==> src/rtl/add128_loader.sv <==
// Serial-load 128-bit adder/subtractor: operand A then operand B arrive as W-bit
// beats (LSB beat first), one combinational add in EXEC, result held in DONE until taken.
module add128_loader #(
    parameter int unsigned W = 32  // must divide 128
) (
    input  logic           clk,
    input  logic           rst_n,
    input  logic           in_valid,
    output logic           in_ready,
    input  logic [W-1:0]   in_data,
    input  logic           in_op,
    input  logic           in_cin,
    output logic           out_valid,
    input  logic           out_ready,
    output logic [127:0]   out_sum,
    output logic           out_cout,
    output logic           out_ovf
);

    localparam int unsigned N  = 128 / W;
    localparam int unsigned CW = (N > 1) ? $clog2(N) : 1;

    localparam logic [1:0] LOAD_A = 2'd0;
    localparam logic [1:0] LOAD_B = 2'd1;
    localparam logic [1:0] EXEC   = 2'd2;
    localparam logic [1:0] DONE   = 2'd3;

    logic [1:0]    state, state_nxt;
    logic          in_ready_nxt, out_valid_nxt;
    logic [CW-1:0] cnt;
    logic [127:0]  a_q, b_q;
    logic          op_q, cin_q;

    logic          xfer;
    logic          last_beat;
    logic [127:0]  b_eff;
    logic          c_eff;
    logic [128:0]  sum_ext;
    logic          ovf_c;

    assign xfer      = in_valid & in_ready;
    assign last_beat = (cnt == CW'(N - 1));

    // State register; handshake flags are registered alongside it
    always_ff @(posedge clk or negedge rst_n) begin
        if (!rst_n) begin
            state     <= LOAD_A;
            in_ready  <= 1'b1;
            out_valid <= 1'b0;
        end else begin
            state     <= state_nxt;
            in_ready  <= in_ready_nxt;
            out_valid <= out_valid_nxt;
        end
    end

    // Next-state and next handshake flags
    always_comb begin
        state_nxt     = state;
        in_ready_nxt  = 1'b0;
        out_valid_nxt = 1'b0;
        case (state)
            LOAD_A:  if (xfer && last_beat) state_nxt = LOAD_B;
            LOAD_B:  if (xfer && last_beat) state_nxt = EXEC;
            EXEC:    state_nxt = DONE;
            DONE:    if (out_ready) state_nxt = LOAD_A;
            default: state_nxt = LOAD_A;
        endcase
        in_ready_nxt  = (state_nxt == LOAD_A) || (state_nxt == LOAD_B);
        out_valid_nxt = (state_nxt == DONE);
    end

    // Beat counter wraps after the last beat of each operand
    always_ff @(posedge clk or negedge rst_n) begin
        if (!rst_n) begin
            cnt <= '0;
        end else if (xfer) begin
            cnt <= last_beat ? '0 : cnt + CW'(1);
        end
    end

    // Operand capture; op/cin come only with beat 0 of A
    always_ff @(posedge clk or negedge rst_n) begin
        if (!rst_n) begin
            a_q   <= '0;
            b_q   <= '0;
            op_q  <= 1'b0;
            cin_q <= 1'b0;
        end else if (xfer) begin
            for (int unsigned k = 0; k < N; k++) begin
                if (cnt == CW'(k)) begin
                    if (state == LOAD_A) a_q[k*W +: W] <= in_data;
                    if (state == LOAD_B) b_q[k*W +: W] <= in_data;
                end
            end
            if (state == LOAD_A && cnt == '0) begin
                op_q  <= in_op;
                cin_q <= in_cin;
            end
        end
    end

    // Subtract is A + ~B + 1
    always_comb begin
        b_eff   = op_q ? ~b_q : b_q;
        c_eff   = op_q | cin_q;
        sum_ext = {1'b0, a_q} + {1'b0, b_eff} + 129'(c_eff);
        ovf_c   = (a_q[127] == b_eff[127]) && (sum_ext[127] != a_q[127]);
    end

    // Result registers update only on the EXEC cycle and otherwise hold
    always_ff @(posedge clk or negedge rst_n) begin
        if (!rst_n) begin
            out_sum  <= '0;
            out_cout <= 1'b0;
            out_ovf  <= 1'b0;
        end else if (state == EXEC) begin
            out_sum  <= sum_ext[127:0];
            out_cout <= sum_ext[128];
            out_ovf  <= ovf_c;
        end
    end

endmodule
==> config.mk <==
export PLATFORM = sky130hd
export DESIGN_NAME = add128_loader
export DESIGN_NICKNAME = d
export VERILOG_FILES = /design/src/rtl/add128_loader.sv
export SDC_FILE = /design/constraint.sdc
export NUM_CORES = 1
export LEC_CHECK = 0
export CORE_ASPECT_RATIO = 0.75
export CORE_MARGIN = 5
export CORE_UTILIZATION = 35
export CTS_CLUSTER_SIZE = 8
export DETAILED_ROUTE_END_ITERATION = 8
export GPL_TIMING_DRIVEN = 0
export SLEW_MARGIN = 25
export SYNTH_ARGS = -nofsm -noshare
export SYNTH_HDL_FRONTEND = slang
export SYNTH_SLANG_ARGS = --single-unit
==> constraint.sdc <==
create_clock -name clk -period 5.6 [get_ports clk]
set_input_delay 0.84 -clock clk [delete_from_list [all_inputs] [get_ports clk]]
set_output_delay 0.84 -clock clk [all_outputs]
set_load 0.005 [all_outputs]
# ---- After elaboration in Yosys (flattened, before gate mapping)
# Cells that the tools add are included.
dict set report word_totals {
  ff_bits 394
  latch_bits 0
  ram_bits 0
  romBits 0
  inputBits 38
  output_inout_bits 132
  wordCells 55
  n_memories 0
}
dict set report classes {
  n_addsub 3
  n_mul 0
  n_div 0
  magnitude_cmp 0
  n_eq_ne 10
  shifts 0
  n_mux 6
  bitwise_logic 3
  n_reduce_logical 16
}
# op count
set ops {}
lappend ops {{$add A128 B128 Y129} 1}
lappend ops {{$add A129 B1 Y129} 1}
lappend ops {{$mux W128} 1}
lappend ops {{$not A128 Y128} 1}
lappend ops {{$reduce_and A3 Y1} 8}
lappend ops {{$eq A2 B2 Y1 const B} 5}
lappend ops {{$mux W2} 4}
lappend ops {{$pmux W2 S4} 1}
lappend ops {{$eq A2 B1 Y1 const B} 3}
lappend ops {{$logic_not A2 Y1} 3}
lappend ops {{$logic_and A1 B1 Y1} 3}
lappend ops {{$add A2 B1 Y2 const B} 1}
lappend ops {{$reduce_and A2 Y1} 1}
lappend ops {{$and A1 B1 Y1} 1}
lappend ops {{$eq A1 B1 Y1} 1}
lappend ops {{$logic_or A1 B1 Y1} 1}
lappend ops {{$ne A1 B1 Y1} 1}
lappend ops {{$or A1 B1 Y1} 1}

# ---- Longest topological paths before layout
dict set report logic_depth {
  word_depth 6
  mapped_depth 19
  ltp_nobuf 16
}

# ---- Least setup slack after synthesis
# No wires, ideal clock.
dict set report synth_path {
  kind {reg2reg}
  startpoint {register op_q}
  endpoint {register out_sum[122]}
  setup_time_ns 0.132
  t_arrival_ns 4.215
  required_time_ns 5.468
  slack_ns 1.253
  stages_incl_launch_ff 20
  path_buffers 3
  synth_period_minus_slack_ns 4.347
  path_cell_list {dfrtp_1 clkbuf_1 clkbuf_1 buf_1 xor2_1 fa_1 inv_1 fa_1 nor2b_1 o31a_1 a21o_1 a211o_2 a21oi_2 nor2_2 nand4_1 a211o_1 a2111o_1 nand2_2 a21oi_1 or3b_1}
}
dict set report synth_via {
  elab_chain_len 3
  word_cells_on_any_way 4
  classes_between {2 x add/sub; 1 x mux; 1 x bitwise}
}
# item line_no
set synth_rtl {}
lappend synth_rtl {{start, declared} 32} ;# logic op_q, cin_q;
lappend synth_rtl {{start signal, assigned} 97} ;# op_q <= in_op;
lappend synth_rtl {{$mux W128} 105} ;# b_eff = op_q ? ~b_q : b_q;
lappend synth_rtl {{$add A128 B128 Y129} 107} ;# sum_ext = {1'b0, a_q} + {1'b0, b_eff} + 129'(c_eff);
lappend synth_rtl {{$add A129 B1 Y129 *} 107}
lappend synth_rtl {{end signal, assigned} 118} ;# out_sum <= sum_ext[127:0];
lappend synth_rtl {{end, declared} 15} ;# output logic [127:0] out_sum,
# Mark *: on every way between the ends. The rest lies on a longest branch, timed or not.
# A chain may end at the register's enable or synchronous reset.

# ---- Worst setup path in the final report
dict set report layout_path {
  startpoint {register op_q}
  endpoint {register out_sum[113]}
}
# Same word-level chain as after synthesis.

==> reports/metrics.cfg <==
[layout]
nNetsFinal = 2859
design_area_mm2 = 0.02857
final_util = 0.4181
drive_above_1_share = 0.1420
area_growth_pct = 18.64
fill_cells = 6652

[placement]
routabilityCongestion = 0.9051
place_area_mm2 = 0.02702
hpwl_mm = 62.46
io_buffer_count = 169
dp_slack_ns = -0.4187

[clock_network]
cts-root-buf = clkbuf_16
clk_latency_ns = 0.63
postCtsSetupRepairBufs = 0
clk_pin_slew_ns = 0.05
clk_path_buf_depth = 3
cts_tree = done
htree_levels = 2
clock_sinks = 394
cts_made_buffers = 55

[critical_path]
cp-end-kind = flip-flop
required_ns = 6.09
cp_data_arrival_time_ns = 5.86
cp-start-kind = flip-flop
critPathKind = flip-flop to flip-flop
r2r_slack_ns = 0.23
path_max_fanout = 10

[floorplan]
core-area_mm2 = 0.06833
initial_core_util = 0.3524
die_area_mm2 = 0.07421
ioPinCount = 170
core.rowCount = 83
die_x_um = 312.9
die_y_um = 237.2

[global_routing]
antenna_found_initial = 9
grt_max_degree = 96
grt_overflow = 0
track_usage = 0.2118
grt_pass1_wl_mm = 121.2
grt_pass1_vias = 19480

[yosys]
synth_commonest_cells = dfrtp_1 (393), nand2_1 (270), mux2_2 (258)
synth-seq-area-share = 0.4095
synth.distinct_cells = 86
synth_largest_area_cell = dfrtp_1
synth_area_leaders = dfrtp_1 (41%), mux2_2 (12%), ha_1 (6.8%)
synth.top_cell.area_share = 0.4084
synth_warnings = 0
syn_area_mm2 = 0.02408
yosysMostFrequentCell = dfrtp_1
ys.flop_type = dfrtp_1
synth_nets = 2629
synth.avg_cell_area_um2 = 9.797
yosys_register_bits = 394
synth_edf_count = 0
syn-instance-count = 2458
async_reset_ff_frac = 1.000

[timing]
hold_viol_final = 0
tns_ns = 0
slew_headroom = 0.2826
skew_ns = 0.02544
finalMaxSlewViolations = 0
tightest_slew_ns = 1.076
rsz0062_at_grt = true
min_period_ns = 5.373
setup_slack_ns = 0.2267
fmax_mhz = 186.1
fin_crit_sh = 0.9595
setup_viol = 0

[routing]
avgViaCountPerCell = 5.534
vias = 19900
drtIter0Drc = 1559
wl_per_cell_um = 22.55
ant_nets = 0
first_pass_iters = 5
drc = 0
totalWireLength_mm = 81.11

[outcome]
status = completed

[worst_hold_path]
hold_class = input pin to async pin

[job]
max_cap_violations = 0

[state kept, by name, indices dropped and copies added (netlist names)]
register and cells:
in_ready 1, out_sum 128, cnt 2, state 2
out_cout 1, a_q 128, cin_q 1, out_ovf 1
b_q 128, out_valid 1, op_q 1
[repair_timing]
action	CTS	global route
hold buffers	0	0
gates resized for setup	15	8
pin swaps	0	1
endpoints found under the setup margin	19	28
[layout by cell type, fill, tap and decap left out, types with 10 or more instances in the layout]
| master | netlist | final |
|---|---|---|
| inv_1 | 39 | 39 |
| clkdlybuf4s50_1 | 0 | 168 |
| nand2b_1 | 14 | 14 |
| nand3_1 | 24 | 24 |
| buf_2 | 6 | 10 |
| a21o_1 | 72 | 72 |
| o31ai_1 | 14 | 14 |
| clkbuf_16 | 0 | 55 |
| ha_1 | 131 | 131 |
| nor2b_1 | 11 | 11 |
| a31oi_1 | 19 | 19 |
| nand2_1 | 270 | 270 |
| mux2_2 | 258 | 258 |
| xor2_1 | 175 | 175 |
| o21ai_1 | 18 | 17 |
| o21a_1 | 21 | 21 |
| o21ai_0 | 211 | 210 |
| nand4_1 | 61 | 61 |
| nor2_1 | 117 | 117 |
| a21oi_1 | 193 | 192 |
| nor3_1 | 27 | 26 |
| o21bai_1 | 32 | 32 |
| dfrtp_1 | 393 | 393 |
| clkbuf_1 | 119 | 131 |
| xnor2_1 | 72 | 72 |
[worst max-delay path, stage by stage, from the launching register on]
cell and delay (ns):
dfrtp_1 0.31, clkbuf_1 0.31, clkbuf_2 0.32, clkdlybuf4s15_2 0.52, xor2_1 0.21, ha_1 0.26, buf_2 0.20, a211oi_1 0.27
nor2_1 0.10, o21ai_0 0.42, o21a_1 0.16, nand2_1 0.15, o21ai_2 0.51, o31a_1 0.40, o31ai_2 0.15, a21oi_1 0.45
o21ai_1 0.17, xnor2_1 0.22, o21ai_1 0.08
[final cells by class]
cell class,instances,area (um2),share of cell area
clock buffers,69,1429,0.05001
inverters,39,146.4,0.005124
well taps,892,1116,0.03906
diodes,1,2.502,0.00008759
plain buffers,140,576.8,0.02019
flip-flops and latches,394,9861,0.3451
multi-input cells,1885,13580,0.4753
clock inverters,4,53.80,0.001883
repair buffers,173,1807,0.06324
[metrics by stage]
| stage | hold WS [ns] | instances |
|---|---|---|
| after floorplan | 0.4628 | 2458 |
| after global placement | 0.4627 | 3519 |
| after detailed placement | 0.4684 | 3523 |
| after CTS | 0.2185 | 3596 |
| after global routing | 0.2565 | 3596 |
| final | 0.2270 | 3597 |
[logic make-up (layout without fill, tap and decap cells)]
family | after synthesis | in the layout | synth area share
simple gates | 578 | 578 | 0.1093
other cells | 0 | 1 | 0
flops | 394 | 394 | 0.4095
buf+inv | 179 | 425 | 0.02837
mux | 258 | 258 | 0.1206
fa+ha+maj | 133 | 133 | 0.06973
compound gates | 669 | 669 | 0.1727
xor+xnor | 247 | 247 | 0.08983
[path summary, 6_finish.rpt]
path / to / cells after the start / from
max reg2reg: out_sum[113]$_DFFE_PN0N_ / 18 / op_q$_DFFE_PN0P_
max in group asynchronous: out_sum[17]$_DFFE_PN0N_ / 2 / rst_n
min in group clk: out_sum[73]$_DFFE_PN0N_ / 2 / out_sum[73]$_DFFE_PN0N_
max: out_sum[113]$_DFFE_PN0N_ / 18 / op_q$_DFFE_PN0P_
min: out_sum[85]$_DFFE_PN0N_ / 1 / rst_n
min reg2reg: out_sum[73]$_DFFE_PN0N_ / 2 / out_sum[73]$_DFFE_PN0N_
[routing by layer]
layer  part of all wire  track usage  vias to the layer above
li1                   -            -                     9230
met1               0.48       0.3185                     9898
met2               0.42       0.3078                      651
met3              0.077      0.04428                      123
met4              0.030      0.06009                        2
met5           0.000086            0                        -
Power is left out: the tool's default activity adds up to more than one toggle a clock period on the data nets, which glitch-free logic cannot reach.
